--- src/rtl/gpr_wr_arb_pkg.sv ---
// Shared pipeline definitions: register-address/data widths and the zero register.
package gpr_wr_arb_pkg;

   localparam int REG_AW = 5;
   localparam int DATA_W = 32;

   localparam logic [REG_AW-1:0] ZERO_REG = '0;

endpackage

--- src/rtl/gpr_wr_fifo.sv ---
// MDU result holding queue with per-entry valid bits, WAW kill-by-address and
// pending-read lookup for the two decode read ports.
module gpr_wr_fifo
   import gpr_wr_arb_pkg::*;
#(
   parameter int QDEPTH = 2
) (
   input  logic              clk,
   input  logic              rst,
   input  logic              push,
   input  logic [REG_AW-1:0] push_wesel,
   input  logic [DATA_W-1:0] push_data,
   input  logic              pop,
   input  logic              kill,
   input  logic [REG_AW-1:0] kill_wesel,
   input  logic [REG_AW-1:0] rs_addr,
   input  logic [REG_AW-1:0] rt_addr,
   output logic              full,
   output logic              empty,
   output logic              head_valid,
   output logic [REG_AW-1:0] head_wesel,
   output logic [DATA_W-1:0] head_data,
   output logic              pend_rs,
   output logic              pend_rt
);

   localparam int PW = $clog2(QDEPTH);
   localparam int CW = PW + 1;

   logic [QDEPTH-1:0] valid_q;
   logic [REG_AW-1:0] wesel_q [QDEPTH];
   logic [DATA_W-1:0] data_q  [QDEPTH];
   logic [PW-1:0]     wr_ptr;
   logic [PW-1:0]     rd_ptr;
   logic [CW-1:0]     count;

   assign full       = (count == CW'(QDEPTH));
   assign empty      = (count == '0);
   assign head_valid = valid_q[rd_ptr];
   assign head_wesel = wesel_q[rd_ptr];
   assign head_data  = data_q[rd_ptr];

   // NOTE: sequential state uses non-blocking assignments so every flop samples pre-edge values.
   always_ff @(posedge clk or posedge rst) begin
      if (rst) begin
         valid_q <= '0;
         wr_ptr  <= '0;
         rd_ptr  <= '0;
         count   <= '0;
      end else begin
         for (int i = 0; i < QDEPTH; i++) begin
            if (kill && wesel_q[i] == kill_wesel) valid_q[i] <= 1'b0;
         end
         // A popped slot must drop out of the pending lookup immediately.
         if (pop) begin
            valid_q[rd_ptr] <= 1'b0;
            rd_ptr          <= rd_ptr + 1'b1;
         end
         // The pipeline write in the same cycle is younger, so it can kill the new entry.
         if (push) begin
            valid_q[wr_ptr] <= !(kill && push_wesel == kill_wesel);
            wr_ptr          <= wr_ptr + 1'b1;
         end
         case ({push, pop})
            2'b10:   count <= count + 1'b1;
            2'b01:   count <= count - 1'b1;
            default: count <= count;
         endcase
      end
   end

   // NOTE: payload storage is not reset; the reset valid bits alone decide what is live.
   always_ff @(posedge clk) begin
      if (push) begin
         wesel_q[wr_ptr] <= push_wesel;
         data_q[wr_ptr]  <= push_data;
      end
   end

   // NOTE: every output of this block gets a default first, so no latch is inferred.
   always_comb begin
      pend_rs = 1'b0;
      pend_rt = 1'b0;
      for (int i = 0; i < QDEPTH; i++) begin
         if (valid_q[i] && wesel_q[i] == rs_addr) pend_rs = 1'b1;
         if (valid_q[i] && wesel_q[i] == rt_addr) pend_rt = 1'b1;
      end
      if (rs_addr == ZERO_REG) pend_rs = 1'b0;
      if (rt_addr == ZERO_REG) pend_rt = 1'b0;
   end

endmodule

--- src/rtl/gpr_wr_arb.sv ---
// Single GPR write-port arbiter: pipeline write-back has absolute priority, MDU
// results wait in a small queue, and a starvation counter forces a bubble.
module gpr_wr_arb
   import gpr_wr_arb_pkg::*;
#(
   parameter int QDEPTH = 2
) (
   input  logic              clk,
   input  logic              rst,
   input  logic              wb_we,
   input  logic [REG_AW-1:0] wb_wesel,
   input  logic [DATA_W-1:0] wb_data,
   input  logic              md_valid,
   input  logic [REG_AW-1:0] md_wesel,
   input  logic [DATA_W-1:0] md_data,
   output logic              md_ready,
   input  logic [REG_AW-1:0] rs_addr,
   input  logic [REG_AW-1:0] rt_addr,
   output logic              pend_rs,
   output logic              pend_rt,
   output logic              gpr_we,
   output logic [REG_AW-1:0] gpr_wesel,
   output logic [DATA_W-1:0] gpr_wdata,
   output logic              starve
);

   logic              wb_win;
   logic              push;
   logic              pop;
   logic              fifo_full;
   logic              fifo_empty;
   logic              head_valid;
   logic [REG_AW-1:0] head_wesel;
   logic [DATA_W-1:0] head_data;
   logic [1:0]        starve_cnt;
   logic [1:0]        starve_cnt_nxt;

   assign wb_win   = wb_we && (wb_wesel != ZERO_REG);
   assign md_ready = !fifo_full;
   assign push     = md_valid && md_ready && (md_wesel != ZERO_REG);
   assign pop      = !wb_win && !fifo_empty;

   gpr_wr_fifo #(
      .QDEPTH (QDEPTH)
   ) u_fifo (
      .clk        (clk),
      .rst        (rst),
      .push       (push),
      .push_wesel (md_wesel),
      .push_data  (md_data),
      .pop        (pop),
      .kill       (wb_win),
      .kill_wesel (wb_wesel),
      .rs_addr    (rs_addr),
      .rt_addr    (rt_addr),
      .full       (fifo_full),
      .empty      (fifo_empty),
      .head_valid (head_valid),
      .head_wesel (head_wesel),
      .head_data  (head_data),
      .pend_rs    (pend_rs),
      .pend_rt    (pend_rt)
   );

   // Counts consecutive cycles the queue waited behind the pipeline; any pop or empty queue clears it.
   always_comb begin
      starve_cnt_nxt = 2'd0;
      if (!fifo_empty && wb_win) begin
         starve_cnt_nxt = (starve_cnt == 2'd3) ? 2'd3 : starve_cnt + 2'd1;
      end
   end

   always_ff @(posedge clk or posedge rst) begin
      if (rst) begin
         starve_cnt <= 2'd0;
         starve     <= 1'b0;
         gpr_we     <= 1'b0;
         gpr_wesel  <= '0;
         gpr_wdata  <= '0;
      end else begin
         starve_cnt <= starve_cnt_nxt;
         starve     <= (starve_cnt_nxt == 2'd3);
         if (wb_win) begin
            gpr_we    <= 1'b1;
            gpr_wesel <= wb_wesel;
            gpr_wdata <= wb_data;
         end else if (pop && head_valid) begin
            gpr_we    <= 1'b1;
            gpr_wesel <= head_wesel;
            gpr_wdata <= head_data;
         end else begin
            gpr_we    <= 1'b0;
         end
      end
   end

endmodule

--- config.mk ---
export PLATFORM = sky130hd
export DESIGN_NAME = gpr_wr_arb
export DESIGN_NICKNAME = d
export VERILOG_FILES = /design/src/rtl/gpr_wr_arb_pkg.sv /design/src/rtl/gpr_wr_fifo.sv /design/src/rtl/gpr_wr_arb.sv
export SDC_FILE = /design/constraint.sdc
export NUM_CORES = 1
export LEC_CHECK = 0
export CAP_MARGIN = 20
export CORE_MARGIN = 5
export CORE_UTILIZATION = 50
export DETAILED_ROUTE_END_ITERATION = 10
export GPL_TIMING_DRIVEN = 0
export MAX_ROUTING_LAYER = met4
export PLACE_DENSITY = 0.81
export SLEW_MARGIN = 30
export SYNTH_ARGS = -nofsm -noshare
export SYNTH_HDL_FRONTEND = slang
export SYNTH_SLANG_ARGS = --single-unit
export TNS_END_PERCENT = 1
--- constraint.sdc ---
create_clock -name clk -period 4.3 [get_ports clk]
set_clock_uncertainty 0.1 [all_clocks]
set_input_delay 1.075 -clock clk [delete_from_list [all_inputs] [get_ports clk]]
set_output_delay 1.075 -clock clk [all_outputs]
set_load 0.03 [all_outputs]
---- Word-level counts from Yosys, hierarchy flattened ----
Memories as Yosys holds them, arrays and structs flattened.
Cells that the tools add are included.
Widths: inputs -> output; s select.
storage, ports and cells
  bits in registers ....................... 47
  memory bits (writable) .................. 74
  input bits .............................. 88
  output and inout bits ................... 42
  memories ................................ 2
memory list
  name            words  bits a word  read ports  clocked after Yosys merged registers in  wr ports  RTL line           source
  u_fifo.data_q   2      32           1           0                                        1         gpr_wr_fifo.sv:32  logic [DATA_W-1:0] data_q [QDEPTH];
  u_fifo.wesel_q  2      5            3           0                                        1         gpr_wr_fifo.sv:31  logic [REG_AW-1:0] wesel_q [QDEPTH];
cells by class
  $add $sub $neg .......................... 5
  magnitude comparators ................... 4
  eq/ne operators ......................... 12
  multiplexer cells ....................... 28
  bitwise logic cells ..................... 2
  reduce and logical (&&, ||, !) cells .... 26
operator list
  kind                 number
  $mux 32              2
  $eq 5x5->1           7
  $mux 1               16
  $logic_and 1x1->1    15
  $logic_not 5->1      2
  $mux 5               2
  $reduce_bool 5->1    2
  $eq 2x2->1 const B   4
  $mux 2               4
  $add 2x1->2 const B  2
  $logic_not 1->1      4
  $lt 1x2->1 const B   2
  $pmux 2 s2           1
  $reduce_bool 2->1    2
  $add 1x1->1 const B  2
  $and 2x2->2          1
  $bwmux 2             1
  $demux 1 s1          2
  $eq 2x1->1 const B   1
  $ge 1x1->1 const B   2
  $logic_not 2->1      1
  $not 2->2            1
  $sub 2x1->2 const B  1

---- Longest topological paths before layout ----
  word-level depth ........................ 9
  mapped depth ............................ 8
  depth with buffers taken out ............ 7

---- Cells and area by module ----
From an unflattened synthesis, not the netlist that was laid out.
unflattened totals
  cell total of the unflattened synthesis .. 341
  area total of the unflattened synthesis .. 5,388.9 sq um
modules (own cells, without submodules)
  module       instances  cells each  area an instance (sq um)
  gpr_wr_fifo  1          198         3,382.0
  gpr_wr_arb   1          143         2,006.9

---- Worst setup path before layout ----
No wires, ideal clock.
  path kind ............................... input to output
  from .................................... in rs_addr[0]
  to ...................................... out pend_rs
  arrival time ............................ 2.074 ns
  data required time ...................... 3.125 ns
  setup slack ............................. 1.051 ns
  stages on the path ...................... 4
  path buffers ............................ 0
  path through ............................ xor2_1 -> nor4_1 -> nand3_1 -> a21oi_1
on the way
  word-level cells in the longest chain between the ends .. 5
RTL lines
  what                 RTL line           source
  start, declared      gpr_wr_arb.sv:17   input logic [REG_AW-1:0] rs_addr,
  $eq 5x5->1           gpr_wr_fifo.sv:85  if (valid_q[i] && wesel_q[i] == rs_addr) pend_rs = 1'b1;
  $logic_and 1x1->1    gpr_wr_fifo.sv:85
  $mux 1 (2 in a row)  gpr_wr_fifo.sv:85
  $mux 1 (*)           gpr_wr_fifo.sv:88  if (rs_addr == ZERO_REG) pend_rs = 1'b0;
  end, declared        gpr_wr_arb.sv:19   output logic pend_rs,
Every way passes the cells marked *; elsewhere a longest branch is shown, timed or not.

---- Worst setup path after layout ----
Ends and elaborated chain as after synthesis.

==> qor_table.md <==
| Quantity | This run | Unit |
|---|---|---|
| Cell Pwr Density | 669 | nW/um^2 |
| Mean area per synthesized cell | 14.0 | um^2 |
| Hold-fix buffers at CTS | 0 | - |
| Worst-case clock buffer depth | 2 | - |
| CP Cell Sequence | clkdlybuf4s50_1 -> xor2_1 -> nor4_1 -> nand3_1 -> a21oi_1 -> clkdlybuf4s50_1 | - |
| Type of the most critical hold path | flop to flop | - |
| Worst-case reg-to-reg path depth | 6 | - |
| Avg Vias per Cell | 5.37 | - |
| Distinct cells, synth | 33 | - |
| All-Layer GR Usage | 21.2 | % |
| Number of instances in the synthesized netlist | 377 | - |
| Number of buffers added by the clock tree synthesis step | 17 | - |
| Synth Net Count | 466 | - |
| Horizontal die dimension | 113 | um |
| I/O pin count | 130 | - |
| Fmax achieved | 0.238 | GHz |
| Share of post-route cells with drive strength above 1 | 16.1 | % |
| Antenna violations before repair | 0 | - |
| Full die area | 12,700 | um^2 |
| Worst skew pair latency | 0.51 | ns |
| Buffer cell driving the clock tree root | clkbuf_8 | - |
| Proportion of synthesized flip-flops having asynchronous set or reset | 38.8 | % |
| Number of clock sinks seen by CTS | 121 | - |
| Commonest register cell after synthesis | edfxtp_1 | - |
| Number of buffers inserted by port buffering | 128 | - |
| Slowest stage delay, CP | 0.69 | ns |
| Post-synth EDFFs | 74 | - |
| Residual DRC | 0 | - |
| Internal reg-to-reg setup slack | 2.30 | ns |
| Critical setup path kind | input pin to output port | - |
| Setup repair after global routing missed its margin | false | - |
| Leakage power of the design | 2.81 | nW |
| Post-synthesis register bit count | 121 | - |
| Top cell type by total area after synthesis | edfxtp_1 | - |
| Clock tree from TritonCTS | yes | - |
| Number of routed nets with antenna violations | 0 | - |
| Worst-path clk slew | 0.05 | ns |
| Data arrival time of the worst path | 3.02 | ns |
| Cell area after layout | 7380 | um^2 |
| Number of antenna repair diodes | 0 | - |
| Critical path launch point type | input pin | - |
| Filler Cells Inserted | 699 | - |
| # Post-CTS Setup Buffers | 0 | - |
| Gr ovfl total | 0 | - |
| Number of levels the H-tree was split into | 4 | - |
| TNS Setup | 0 | ns |
| Final weighted congestion in routability-driven placement | 0.847 | - |
| Wirelength, routed | 12,600 | um |
| Detail Placement HPWL | 8720 | um |
| Core area | 10,300 | um^2 |
| Total number of nets in the final design | 616 | - |
| Number of pins with negative max-slew slack in the final report | 0 | - |
| Highest ir drop seen on vdd | 0.355 | mV |
| DIE HEIGHT | 113 | um |
| Cells on Worst Hold Path | 1 | - |
| Required time reported for the critical path endpoint | 3.12 | ns |
| Hold Path Sink | u_fifo.count[1]$_DFFE_PP0P_ | - |
| Area of the mapped netlist | 5260 | um^2 |
| Sequential share of the synthesized area | 64.6 | % |
| Cell at the slowest stage of the critical path | clkdlybuf4s50_1 | - |
| Site row count | 37 | - |
| Share of Yosys cell area claimed by the top area cell type | 42.2 | % |
| Crit Path Max Fanout | 3 | - |
| Final setup violating endpoints | 0 | - |
| Largest net degree at the start of global routing | 40 | - |
| Launching point of the worst reg2reg path | u_fifo.rd_ptr$_DFFE_PP0P_ | - |
| Count of routing violations after the opening detailed-route iteration | 168 | - |
| Most Frequent Cell on Critical Path | clkdlybuf4s50_1 | - |
| Biggest area contributors in the synthesized netlist | edfxtp_1, dfrtp_1, mux2_2, mux2i_1, xor2_1 | - |
| Number of vias after detailed routing | 3,628 | - |
| Most frequent cell after synthesis | edfxtp_1 | - |
| Hold Crit Start | u_fifo.count[1]$_DFFE_PP0P_ | - |
| Final Critical Period | 4.20 | ns |
| Outcome | complete, no violations | - |
| Ranking of synthesized cells by instance count | edfxtp_1, dfrtp_1, nand2_1 | - |
| Vias in the first global route | 4,035 | - |
| Reg2reg end | gpr_wesel[1]$_DFFE_PP0P_ | - |
| Area added between synthesis and finish | 40.2 | % |
| Max-slew headroom | 56.9 | % |
| Initial cell density of the core | 51.2 | % |
| Max-Cap Viols | 0 | - |
| Post-route clock period utilization | 97.7 | % |
| DR WL/cell | 18.6 | um |
| Least-Margin Pin Slew | 0.647 | ns |
| First-pass GRT wire length | 20,200 | um |
| Pre-antenna DRT Iters | 4 | - |
| Count of endpoints failing hold in the final timing report | 0 | - |
| Critical Path Sink Type | output port | - |
| DP Area | 6780 | um^2 |
| Count of yosys warnings during synthesis | 0 | - |
registers in the layout, indices dropped and copies added (netlist names):
name	cells
gpr_wdata	32
gpr_we	1
gpr_wesel	5
starve	1
starve_cnt	2
u_fifo.count	2
u_fifo.data_q	64
u_fifo.rd_ptr	1
u_fifo.valid_q	2
u_fifo.wesel_q	10
u_fifo.wr_ptr	1
cell type report:
| cell class | count | area (um^2) | area share (%) |
|---|---|---|---|
| buffer | 17 | 90.1 | 1.22 |
| clock buffer | 22 | 443 | 6.00 |
| clock inverter | 10 | 150 | 2.03 |
| inverter | 4 | 17.5 | 0.237 |
| multi-input combinational | 235 | 1760 | 23.8 |
| sequential | 121 | 3400 | 46.1 |
| tap | 136 | 170 | 2.31 |
| timing repair buffer | 131 | 1350 | 18.3 |
kinds of logic (layout without fill, tap and decap cells):
logic type / Yosys count / in the layout / synth area share (%)
compound gates: 49 / 49 / 5.14
flops: 121 / 121 / 64.6
buf+inv: 21 / 184 / 2.00
mux: 75 / 75 / 15.1
fa+ha+maj: 1 / 1 / 0.238
xor+xnor: 39 / 39 / 6.49
simple gates: 71 / 71 / 6.40
metrics by stage:
step	hold WS [ns]	cells	setup slack (ns)	utilization [%]	total power, mW
2_1_floorplan	0.379	377	1.05	-	2.87
3_3_place_gp	0.403	641	0.198	65.3	3.46
3_5_place_dp	0.410	644	0.147	66.0	3.54
4_1_cts	0.423	676	0.134	71.8	4.97
5_1_grt	0.454	676	0.0766	71.8	5.17
6_report	0.425	676	0.101	71.8	4.93
worst max-delay path by stage:
stage,from,end,slack (ns)
after floorplan,rs_addr[0],pend_rs,1.05
after global placement,rt_addr[0],pend_rt,0.20
after detailed placement,rs_addr[0],pend_rs,0.15
after CTS,rs_addr[0],pend_rs,0.13
after global routing,rs_addr[0],pend_rs,0.08
final,rs_addr[0],pend_rs,0.10
worst max-delay path, delay by kind of cell:
family / cells / cell delay, ns
compound gates: 1 / 0.17
xor+xnor: 1 / 0.18
buf+inv: 2 / 1.16
simple gates: 2 / 0.44
where the power goes:
| part | leakage, nW | switching [mW] | internal [mW] | total, mW |
|---|---|---|---|---|
| registers | 1.26 | 0.166 | 1.58 | 1.75 |
| clock network | 0.296 | 0.471 | 0.949 | 1.42 |
| logic | 1.26 | 0.956 | 0.809 | 1.77 |
| total | 2.81 | 1.59 | 3.34 | 4.93 |
layer usage:
metal	GRT usage, %	up-vias	share of wire [%]
met5	-	-	0
met4	7.77	0	1.4
met3	6.31	15	6.5
met2	34.8	145	52
met1	24.6	1792	40
li1	-	1676	-
timing repair:
| item | in CTS | in global routing |
|---|---|---|
| resized for setup | 0 | 1 |
| setup endpoints to repair | 0 | 1 |
| hold endpoints to repair | 0 | 0 |
cells in the final DEF, fill, tap and decap left out, types with 2 or more instances in the layout:
master and count:
clkbuf_1 10, or4_1 3, clkinv_2 6, clkbuf_16 16, nor2_1 5, mux2i_1 38, a21oi_1 2, nand2b_1 2
xnor2_1 15, bufinv_16 4, inv_2 2, dfrtp_1 47, nand2_1 39, mux2_2 37, nor4_1 7, clkdlybuf4s50_1 127
o21ai_1 2, o21ai_0 38, buf_6 2, nor3_1 3, clkbuf_8 2, edfxtp_1 74, xor2_1 24, buf_12 2
nand3_1 7, buf_2 9
Note: power is estimated with default switching activity, not from simulation.
==> RTL edit 1, RTL diff (same settings) <==
`ZERO_REG`: '0 -> 1.
--- a/src/rtl/gpr_wr_arb_pkg.sv
+++ b/src/rtl/gpr_wr_arb_pkg.sv
@@ -5,5 +5,5 @@
    localparam int DATA_W = 32;
 
-   localparam logic [REG_AW-1:0] ZERO_REG = '0;
+   localparam logic [REG_AW-1:0] ZERO_REG = 1;
 
 endpackage
Function: changed (a bounded check fails within 4 cycles, from zero or initial values and one cycle with rst high).
==> RTL edit 1 against the unedited design <==
  * Die area increased by 1.5%
  * Area after synthesis increased by 1.6%
  * Global-route usage increased by 0.13 points
  * Maximum frequency decreased by 1.4%
  * Sequential share of layout area decreased by 0.23 points
  * Cell area increased by 0.49%
  * Wire length increased by 1.2%
  * Worst setup slack got worse by 0.060 ns
  * Hold slack got worse by 0.0046 ns
  * Via count decreased by 1.4%
  * Power increased by 0.18%
  * Sequential cell count unchanged
  * Non-clock buffer count unchanged
==> RTL edit 1: results (changes against the unedited design) <==
Drt
  – Routed vias: 3579 (was 3628)
  – DR iter-0 viols: 157 (was 168)
  – Met2 Wirelength: 6450 um (was 6510 um)
  – Routed WL per cell: 18.9 um (was 18.6 um)

Min path
  – Worst hold start: u_fifo.wr_ptr$_DFFE_PP0N_ (was u_fifo.count[1]$_DFFE_PP0P_)

Worst setup path
  – Arrival time at the worst endpoint: 3.08 ns (was 3.02 ns)
  – RR Startpoint: u_fifo.count[0]$_DFFE_PP0P_ (was u_fifo.rd_ptr$_DFFE_PP0P_)
  – Reg2reg end: u_fifo.data_q[1][29]$_DFFE_PP_ (was gpr_wesel[1]$_DFFE_PP0P_)

Global routing
  – Initial antenna violation count: 1 (was 0)
  – Total track usage: 0.213 (was 0.212)
  – GR Util met2: 0.349 (was 0.348)
  – Grt met1 use: 0.259 (was 0.246)
  – Largest net degree at the start of global routing: 26 (was 40)
  – M3 GR Usage: 0.0674 (was 0.0631)
  – Vias in the first global route: 4060 (was 4035)
  – Global-route wire length before repair: 20500 um (was 20200 um)

Synth
  – Cells after Synth: 376 (was 377)
  – Post-Synth Adder-Cell Area: 0.00234 (was 0.00238)
  – Area contributors post-synth: edfxtp_1 42%, dfrtp_1 22%, mux2_2 7.8% (was edfxtp_1 42%, dfrtp_1 22%, mux2_2 7.9%)
  – Synth Area in Compound Gates: 0.0608 (was 0.0514)
  – Seq/Total Area, Yosys: 0.635 (was 0.646)
  – Mux cell area share after synthesis: 0.150 (was 0.151)
  – Syn nets: 465 (was 466)
  – XOR/XNOR Fraction of Synth Area: 0.0655 (was 0.0649)

Placement
  – Dpl hpwl: 9020 um (was 8720 um)
  – Post-Place Cells: 641 (was 644)
  – PortBufs: 126 (was 128)
  – Post-place instance area: 0.00684 mm2 (was 0.00678 mm2)

Cells and area
  – Clock-cell share: 0.0766 (was 0.0804)
  – Sequential cell area share: 0.458 (was 0.461)
  – Buffering overhead: 0.195 (about the same)
  – Fraction of area in multi-input gates: 0.245 (was 0.238)
  – Non-clk invs: 3 (was 4)
  – Antenna Cells: 1 (was 0)

Power
  – VDD IR-drop max: 0.354 mV (was 0.355 mV)
  – Leakage power: 2.80 nW (was 2.81 nW)

CTS
  – Skew-Pair Late Insertion Delay: 0.49 ns (was 0.51 ns)

Status
  – Status: complete, no violations (unchanged)

Timing
  – Final setup margin: 0.0411 ns (was 0.101 ns)
  – Worst-Margin Slew: 0.636 ns (was 0.647 ns)

Floorplan
  – Core Area: 0.0104 mm2 (was 0.0103 mm2)
==> RTL edit 1: worst max-delay path, stage by stage <==
cell and delay (ns):
clkdlybuf4s50_1 0.47, xor2_1 0.17, nor4_1 0.35, nand3_1 0.12, a22oi_1 0.20, clkdlybuf4s50_1 0.70
==> RTL edit 1: worst min-delay path by stage <==
stage                                     end  slack (ns)  cells past startpoint
floorplan           u_fifo.wr_ptr$_DFFE_PP0N_        0.37                      1
global placement    u_fifo.wr_ptr$_DFFE_PP0N_        0.38                      1
detailed placement  u_fifo.wr_ptr$_DFFE_PP0N_        0.41                      1
CTS                 u_fifo.wr_ptr$_DFFE_PP0N_        0.42                      1
global route        u_fifo.wr_ptr$_DFFE_PP0N_        0.45                      1
finish              u_fifo.wr_ptr$_DFFE_PP0N_        0.42                      1
==> RTL edit 1: power by group <==
part	internal, mW	switching, mW
Combinational	0.846	0.986
Clock	0.890	0.459
Sequential	1.59	0.175
==> RTL edit 2, RTL diff (config.mk and constraints unchanged) <==
Made on the original files. Reset style: synchronous (`rst`), changed in 2 clocked blocks.
--- a/src/rtl/gpr_wr_fifo.sv
+++ b/src/rtl/gpr_wr_fifo.sv
@@ -42,5 +42,5 @@
 
    // NOTE: sequential state uses non-blocking assignments so every flop samples pre-edge values.
-   always_ff @(posedge clk or posedge rst) begin
+   always_ff @(posedge clk) begin
       if (rst) begin
          valid_q <= '0;
--- a/src/rtl/gpr_wr_arb.sv
+++ b/src/rtl/gpr_wr_arb.sv
@@ -71,5 +71,5 @@
    end
 
-   always_ff @(posedge clk or posedge rst) begin
+   always_ff @(posedge clk) begin
       if (rst) begin
          starve_cnt <= 2'd0;
Behaviour: differs if rst is asserted again (counterexample within 4 cycles, from zero or initial values and one cycle with rst high); with rst held inactive, the same outputs for 4 cycles.
==> RTL edit 2 against the unedited design <==
  * Power down 19%
  * Area after synthesis down 0.19%
  * Worst setup slack better by 0.026 ns
  * Sequential cell count up 1
  * Critical path type unchanged
  * Cell area down 0.36%
  * Highest routed layer unchanged
  * Wire length up 7.6%
  * Largest power group is now registers
  * Synthesized cell count up 16%
==> RTL edit 2: results (changes against the unedited design) <==
Status
  – Status: complete, no violations (unchanged)

Min path
  – Worst hold start: starve_cnt[1]$_SDFF_PP0_ (was u_fifo.count[1]$_DFFE_PP0P_)
  – Worst hold endpoint: starve_cnt[1]$_SDFF_PP0_ (was u_fifo.count[1]$_DFFE_PP0P_)

Synth
  – Synth Area in Compound Gates: 0.122 (was 0.0514)
  – Syn nets: 526 (was 466)
  – Fraction of registers with async set/reset: 0 (was 0.388)
  – Post-Synth Adder-Cell Area: 0.00238 (about the same)
  – Count of different cell masters after synthesis: 36 (was 33)
  – Mux cell area share after synthesis: 0.0727 (was 0.151)
  – Area contributors post-synth: edfxtp_1 42%, dfxtp_1 18%, mux2i_1 7.1% (was edfxtp_1 42%, dfrtp_1 22%, mux2_2 7.9%)
  – XOR/XNOR Fraction of Synth Area: 0.0617 (was 0.0649)
  – Top cells by count, synth: 74 x edfxtp_1, 48 x dfxtp_1, 45 x nand3_1 (was 74 x edfxtp_1, 47 x dfrtp_1, 39 x nand2_1)
  – Seq/Total Area, Yosys: 0.606 (was 0.646)

Power
  – VDD IR-drop max: 0.330 mV (was 0.355 mV)
  – Leakage power: 2.47 nW (was 2.81 nW)

Placement
  – Pre-CTS setup slack: 0.143 ns (was 0.147 ns)
  – Post-place instance area: 0.00674 mm2 (was 0.00678 mm2)
  – PortBufs: 126 (was 128)
  – Final RePlAce weighted congestion: 0.898 (was 0.847)
  – Post-Place Cells: 701 (was 644)

Global routing
  – Total track usage: 0.225 (was 0.212)
  – Largest net degree at the start of global routing: 23 (was 40)
  – Global-route wire length before repair: 22100 um (was 20200 um)
  – Vias in the first global route: 4390 (was 4035)

Cells and area
  – Layout fillers: 735 (was 699)
  – Area Growth Syn to Fin: 40.0% (was 40.2%)
  – Fraction of layout cells with a size suffix above 1: 0.106 (was 0.161)

Timing
  – Hold slack: 0.368 ns (was 0.425 ns)

Worst setup path
  – Arrival time at the worst endpoint: 3.00 ns (was 3.02 ns)
  – RR Startpoint: u_fifo.count[0]$_SDFFE_PP0P_ (was u_fifo.rd_ptr$_DFFE_PP0P_)
  – R2R cell count: 7 (was 6)
  – Reg2reg end: gpr_wesel[1]$_SDFFE_PP0P_ (was gpr_wesel[1]$_DFFE_PP0P_)

Drt
  – Routed WL per cell: 18.5 um (was 18.6 um)
  – Vias per cell: 5.49 (was 5.37)
  – Final wirelength: 13600 um (was 12600 um)
==> RTL edit 2: changes by cell type after synthesis, moves of 4 or more <==
cell and delta:
nand3_1 +38, o211ai_1 +33, dfrtp_1 -47, dfxtp_1 +48, o211ai_2 +4, a21oi_1 +39
o21ai_0 -37, clkbuf_1 +7, mux2_2 -36, buf_2 +5
==> RTL edit 2: metal layers <==
metal  GRT usage  up-vias  share of wire
li1            -     1925              -
met1       0.269     1943           0.43
met2       0.383      144           0.51
met3      0.0528       13          0.055
met4      0.0609        0          0.011
met5           -        -              0
==> RTL edit 2: area by class of cell <==
cell class | instances | area (um2) | area share
buffer | 32 | 168 | 0.0228
inverter | 4 | 15.0 | 0.00204
clock inverter | 15 | 199 | 0.0271
multi-input combinational | 279 | 1890 | 0.257
timing repair buffer | 128 | 1320 | 0.179
clock buffer | 17 | 414 | 0.0563
tap | 136 | 170 | 0.0231
sequential | 122 | 3180 | 0.433
==> RTL edit 2: cells by family after synthesis <==
logic type	Yosys count
AOI/OAI and AO/OA	94
xor gates and xnor gates	37
adders and majority gates	1
buffers and inverters	36
DFF	122
muxes	38
and+or+nand+nor	109
==> RTL edit 2: where the power goes <==
group / leakage (nW) / internal (mW) / switching (mW)
registers: 1.09 / 1.42 / 0.0910
clock network: 0.276 / 0.939 / 0.516
logic: 1.11 / 0.418 / 0.594
==> RTL edit 2: worst max-delay path by stage <==
stage / startpoint / to / slack, ns / cells after the start
global route: rs_addr[0] / pend_rs / 0.04 / 6
CTS: rt_addr[0] / pend_rt / 0.13 / 6
finish: rt_addr[0] / pend_rt / 0.13 / 6
floorplan: rs_addr[0] / pend_rs / 1.05 / 4
global placement: rt_addr[0] / pend_rt / 0.19 / 6
detailed placement: rt_addr[0] / pend_rt / 0.14 / 6
